==> src/rtl/kram_loader.sv <==
// KRAM write-side loader: scatters a weight stream round-robin across the PE_NUM banks of one slot.
// Optional stream checksum enabled by defining KRAM_LOADER_CHECKSUM_EN.
module kram_loader #(
    parameter int unsigned PE_NUM  = 8,
    parameter int unsigned DATA_W  = 32,
    parameter int unsigned KADDR_W = 10,
    parameter int unsigned CNT_W   = KADDR_W + $clog2(PE_NUM) + 1
) (
    input  logic                              clk,
    input  logic                              rst,
    input  logic                              cmd_valid,
    output logic                              cmd_ready,
    input  logic                              cmd_slot,
    input  logic [CNT_W-1:0]                  cmd_words,
    input  logic                              s_valid,
    output logic                              s_ready,
    input  logic [DATA_W-1:0]                 s_data,
    input  logic                              s_last,
    input  logic                              cu_busy,
    input  logic                              cu_slot,
    output logic [2*PE_NUM-1:0][KADDR_W-1:0]  bram_addr,
    output logic [2*PE_NUM-1:0][DATA_W-1:0]   bram_wdata,
    output logic [2*PE_NUM-1:0]               bram_we,
    output logic [2*PE_NUM-1:0]               bram_en,
    output logic                              done,
    output logic                              err,
    output logic [1:0]                        slot_loaded,
    output logic [DATA_W-1:0]                 cksum
);
    localparam int unsigned BANK_W = $clog2(2 * PE_NUM);

    typedef enum logic [2:0] {S_IDLE, S_WAIT, S_LOAD, S_DRAIN, S_DONE} state_t;

    state_t              state_q;
    logic                slot_q;
    logic [CNT_W-1:0]    words_q;
    logic [CNT_W-1:0]    k_q;
    logic                pend_q;
    logic [BANK_W-1:0]   bank_q;
    logic [KADDR_W-1:0]  waddr_q;
    logic [DATA_W-1:0]   wdata_q;
    logic                done_q;
    logic                err_q;
    logic [1:0]          loaded_q;

    logic                conflict;
    logic                hs;
    logic                last_beat;
    logic                cmd_acc;
    logic [BANK_W-1:0]   bank_d;
    logic [KADDR_W-1:0]  waddr_d;

    assign conflict  = cu_busy && (cu_slot == slot_q);
    assign cmd_ready = (state_q == S_IDLE);
    assign cmd_acc   = cmd_ready && cmd_valid;
    assign s_ready   = (state_q == S_LOAD) && !conflict && (k_q < words_q);
    assign hs        = s_valid && s_ready;
    assign last_beat = (k_q == words_q - CNT_W'(1));

    assign bank_d  = slot_q ? BANK_W'(PE_NUM + k_q % CNT_W'(PE_NUM))
                            : BANK_W'(k_q % CNT_W'(PE_NUM));
    assign waddr_d = KADDR_W'(k_q / CNT_W'(PE_NUM));

    // done and the slot_loaded update are registered off the DONE state,
    // so they become visible one cycle after it.
    always_ff @(posedge clk) begin
        if (rst) begin
            state_q  <= S_IDLE;
            slot_q   <= 1'b0;
            words_q  <= '0;
            k_q      <= '0;
            pend_q   <= 1'b0;
            bank_q   <= '0;
            waddr_q  <= '0;
            wdata_q  <= '0;
            done_q   <= 1'b0;
            err_q    <= 1'b0;
            loaded_q <= '0;
        end else begin
            done_q <= 1'b0;
            pend_q <= hs;
            if (hs) begin
                bank_q  <= bank_d;
                waddr_q <= waddr_d;
                wdata_q <= s_data;
                k_q     <= k_q + CNT_W'(1);
                if (s_last != last_beat) err_q <= 1'b1;
            end
            case (state_q)
                S_IDLE: begin
                    if (cmd_valid) begin
                        slot_q   <= cmd_slot;
                        words_q  <= cmd_words;
                        k_q      <= '0;
                        err_q    <= 1'b0;
                        loaded_q[cmd_slot] <= 1'b0;
                        if (cmd_words == '0)
                            state_q <= S_DONE;
                        else if (cu_busy && (cu_slot == cmd_slot))
                            state_q <= S_WAIT;
                        else
                            state_q <= S_LOAD;
                    end
                end
                S_WAIT:  if (!conflict) state_q <= S_LOAD;
                S_LOAD:  if (hs && last_beat) state_q <= S_DRAIN;
                S_DRAIN: state_q <= S_DONE;
                S_DONE: begin
                    done_q <= 1'b1;
                    if ((words_q != '0) && !err_q) loaded_q[slot_q] <= 1'b1;
                    state_q <= S_IDLE;
                end
                default: state_q <= S_IDLE;
            endcase
        end
    end

    always_comb begin
        bram_addr  = '0;
        bram_wdata = '0;
        bram_we    = '0;
        bram_en    = '0;
        if (pend_q) begin
            bram_addr[bank_q]  = waddr_q;
            bram_wdata[bank_q] = wdata_q;
            bram_we[bank_q]    = 1'b1;
            bram_en[bank_q]    = 1'b1;
        end
    end

    assign done        = done_q;
    assign err         = err_q;
    assign slot_loaded = loaded_q;

`ifdef KRAM_LOADER_CHECKSUM_EN
    logic [DATA_W-1:0] cksum_q;

    always_ff @(posedge clk) begin
        if (rst)          cksum_q <= '0;
        else if (cmd_acc) cksum_q <= '0;
        else if (hs)      cksum_q <= cksum_q + s_data;
    end

    assign cksum = cksum_q;
`else
    assign cksum = '0;
`endif

endmodule
==> config.mk <==
export PLATFORM = sky130hd
export DESIGN_NAME = kram_loader
export DESIGN_NICKNAME = d
export VERILOG_FILES = /design/src/rtl/kram_loader.sv
export SDC_FILE = /design/constraint.sdc
export NUM_CORES = 1
export LEC_CHECK = 0
export ABC_CLOCK_PERIOD_IN_PS = 4800
export BUFFER_PORTS_ARGS = -buffer_cell sky130_fd_sc_hd__buf_2
export CAP_MARGIN = 20
export CORE_AREA = 2 2 310 312
export DETAILED_ROUTE_END_ITERATION = 10
export DIE_AREA = 0 0 312 314
export SYNTH_ARGS = -nofsm -noshare
export SYNTH_HDL_FRONTEND = slang
export SYNTH_SLANG_ARGS = --single-unit
==> constraint.sdc <==
create_clock -name clk -period 4.8 [get_ports clk]
set_input_delay 0.24 -clock clk [delete_from_list [all_inputs] [get_ports clk]]
set_output_delay 0.24 -clock clk [all_outputs]
set_load 0.02 [all_outputs]
==> reports/results.txt <==
Fraction of the yosys area taken by sequential cells - 18.5%
Post-Place Cells - 3203
DP Wirelength - 45.8 mm
Clock latency on the worst-skew pair - 0.36 ns
Vias in the first global route - 10000
Post-CTS Setup Inserts - 0
Hold WC Path Type - in -> reg
Instance count of the mapped netlist - 1298
Tmin final - 3.19 ns
Cell-internal power - 0.00121 W
LEAKAGE - 7.93 nW
Finish-stage setup viols - 0
Post-Layout Cell Count - 3234
Critical Path Start Type - register
Unrepaired setup endpoints after global routing - false
Comb pwr share - 16.7%
Mean cell area of the mapped netlist - 6.92 um2
Pin count of the biggest net entering global routing - 70
Initial Utilization - 9.51%
DRT Pass-1 Iters - 5
Fmax - 0.313 GHz
Worst VDD drop - 0.151 mV
Fraction of power consumed by sequential logic - 44.7%
Critical path class - reg -> out
CTS sink cnt - 83
P_sw - 0.000690 W
Slew Viols, Final - 0
WP data arrival - 2.95 ns
Area grow syn2layout - 59.5%
First-pass GRT wire length - 79.0 mm
Power per cell area - 132 nW/um2
Via count - 11200
CTS tree - done
DRT Wirelength - 60.1 mm
Clock power share - 38.6%
Core Area - 94400 um2
NumNets Final - 2019
Synthesized cell area - 8980 um2
PortBufs - 763
Status - complete, no violations
Hold_ws - 0.108 ns
Number of synthesized flops with an enable pin - 0
Core Util, Final - 15.2%
CP Data Required Time - 4.56 ns
Max-Cap Viols - 0
Unique masters post-synth - 44
Residual DRC - 0
H-tree levels - 3
Drt wl/cell - 18.6 um
Relative max-transition margin - 27.2%
Asr flop ratio synth - 0%
1st-iter DRT viols - 691
Hold buffers post-CTS - 0
Initial antenna violation count - 19
Main synth FF type - dfxtp_1
Final worst-path cycle share - 66.5%
Num rows - 113
Post-route setup TNS - 0 ns
Max Fanout on Critical Path - 28
Fin. Hold Viols - 0
#FFs+latches synth - 83
Gr usage total - 11.4%
Total gr overflow - 0
Total CTS buffers - 9
Switch share - 36.4%
Die height - 314 um
IO Count - 796
GPL Wtd Cong - 0.805
Slew @ Worst Pin - 1.09 ns
Post_cts resized - 0
Final ANT Viol Nets - 0
Via-to-Cell Ratio - 3.47
Clock root cell - clkbuf_16
Layout cells sized above 1 - 42.7%
Endpoint class of the critical path - output pin
Clock skew - 0.00692 ns
Clk buf depth - 2
Chip width - 312 um
YS warnings - 0
Clk pin slew, worst setup/hold paths - 0.08 ns
Die footprint - 98000 um2
layout by cell type, fill, tap and decap left out, drive strengths merged, types with 2 or more instances in the layout:
master,n
nand4,10
clkinv,4
mux2i,47
nand2b,5
nor2,84
buf,788
or4,2
nand3,13
nand3b,5
o211ai,2
diode,15
nor3,11
nor4,7
xor2,18
a21oi,25
nor3b,3
inv,19
o21ai,6
ha,16
nand2,49
and3,6
dfxtp,83
and2,676
o31ai,2
conb,32
a211oi,2
clkbuf,9
xnor2,16
power by group through the flow:
stage,sequential (W),combinational [W],clock [W]
2_1_floorplan,0.000761,0.000265,0
3_3_place_gp,0.000861,0.000314,0
3_5_place_dp,0.000863,0.000317,0
4_1_cts,0.000847,0.000319,0.000764
5_1_grt,0.000853,0.000349,0.000788
6_report,0.000847,0.000318,0.000732
critical path, stage by stage (launching register included):
cell     delay [ns]
dfxtp_1        0.37
or3b_2         0.58
nor2_4         0.80
buf_4          0.44
and2_1         0.18
buf_2          0.17
logic make-up (layout without fill, tap and decap cells):
group / count (synthesis) / after routing / synth area share (%)
other cells: 1 / 47 / 0.0417
flops: 83 / 83 / 18.5
mux: 47 / 47 / 5.24
xor+xnor: 34 / 34 / 3.31
buf+inv: 195 / 820 / 10.3
simple gates: 875 / 875 / 57.2
fa+ha+maj: 16 / 16 / 2.23
compound gates: 47 / 47 / 3.19
layer usage:
metal | routed length (um) | up-vias | part of all wire, % | track usage (%)
met5 | 0 | - | 0 | 0
met4 | 1900 | 0 | 3.2 | 4.46
met3 | 3750 | 87 | 6.2 | 1.20
met2 | 29200 | 691 | 49 | 20.2
met1 | 25200 | 5219 | 42 | 14.2
li1 | - | 5236 | - | -
synth_stat cells, types with 3 or more instances:
master	count	area, um2
nand2_1	49	184
inv_1	16	60.1
nor3b_1	3	22.5
nand4_1	10	62.6
mux2i_1	47	470
dfxtp_1	83	1660
buf_2	5	25.0
ha_1	16	200
buf_4	48	360
xnor2_1	16	140
o21ai_0	6	30.0
nand3_1	13	65.1
nor3_1	11	55.1
a21oi_1	25	125
clkbuf_1	122	458
and2_1	676	4230
nand3b_1	5	37.5
nand2b_1	5	31.3
and3_1	6	37.5
nor2_1	84	315
xor2_1	18	158
nor4_1	7	43.8
per-stage QoR:
step / power (W) / cell area, um2 / worst slack [ns]
floorplan: 0.00103 / 9100 / 2.25
global placement: 0.00117 / 14000 / 1.72
detailed placement: 0.00118 / 14000 / 1.63
CTS: 0.00193 / 14300 / 1.55
global route: 0.00199 / 14300 / 1.33
finish: 0.00190 / 14300 / 1.61
worst paths after layout:
check	from	end	slack [ns]	cells past startpoint
setup reg to reg	words_q[7]	k_q[12]	1.66	10
hold / removal	s_data[29]	wdata_q[29]	0.11	3
hold reg to reg	slot_loaded[0]	slot_loaded[0]	0.48	2
setup / recovery	pend_q	bram_wdata[258]	1.61	5
registers in the layout, indices dropped and copies added, names as in the netlist:
name         cells
pend_q           1
slot_q           1
bank_q           4
done             1
slot_loaded      2
k_q             14
state_q          3
words_q         14
err              1
waddr_q         10
wdata_q         32
final cells by class:
type	instances	area [um2]
diodes	15	37.5
well taps	1265	1580
inverters	16	60.1
multi-input cells	1051	6630
flip-flops and latches	83	1670
clock inverters	7	81.3
fillers	10900	80100
repair buffers	788	4030
clock buffers	9	225
(Power assumes the default switching activity.)
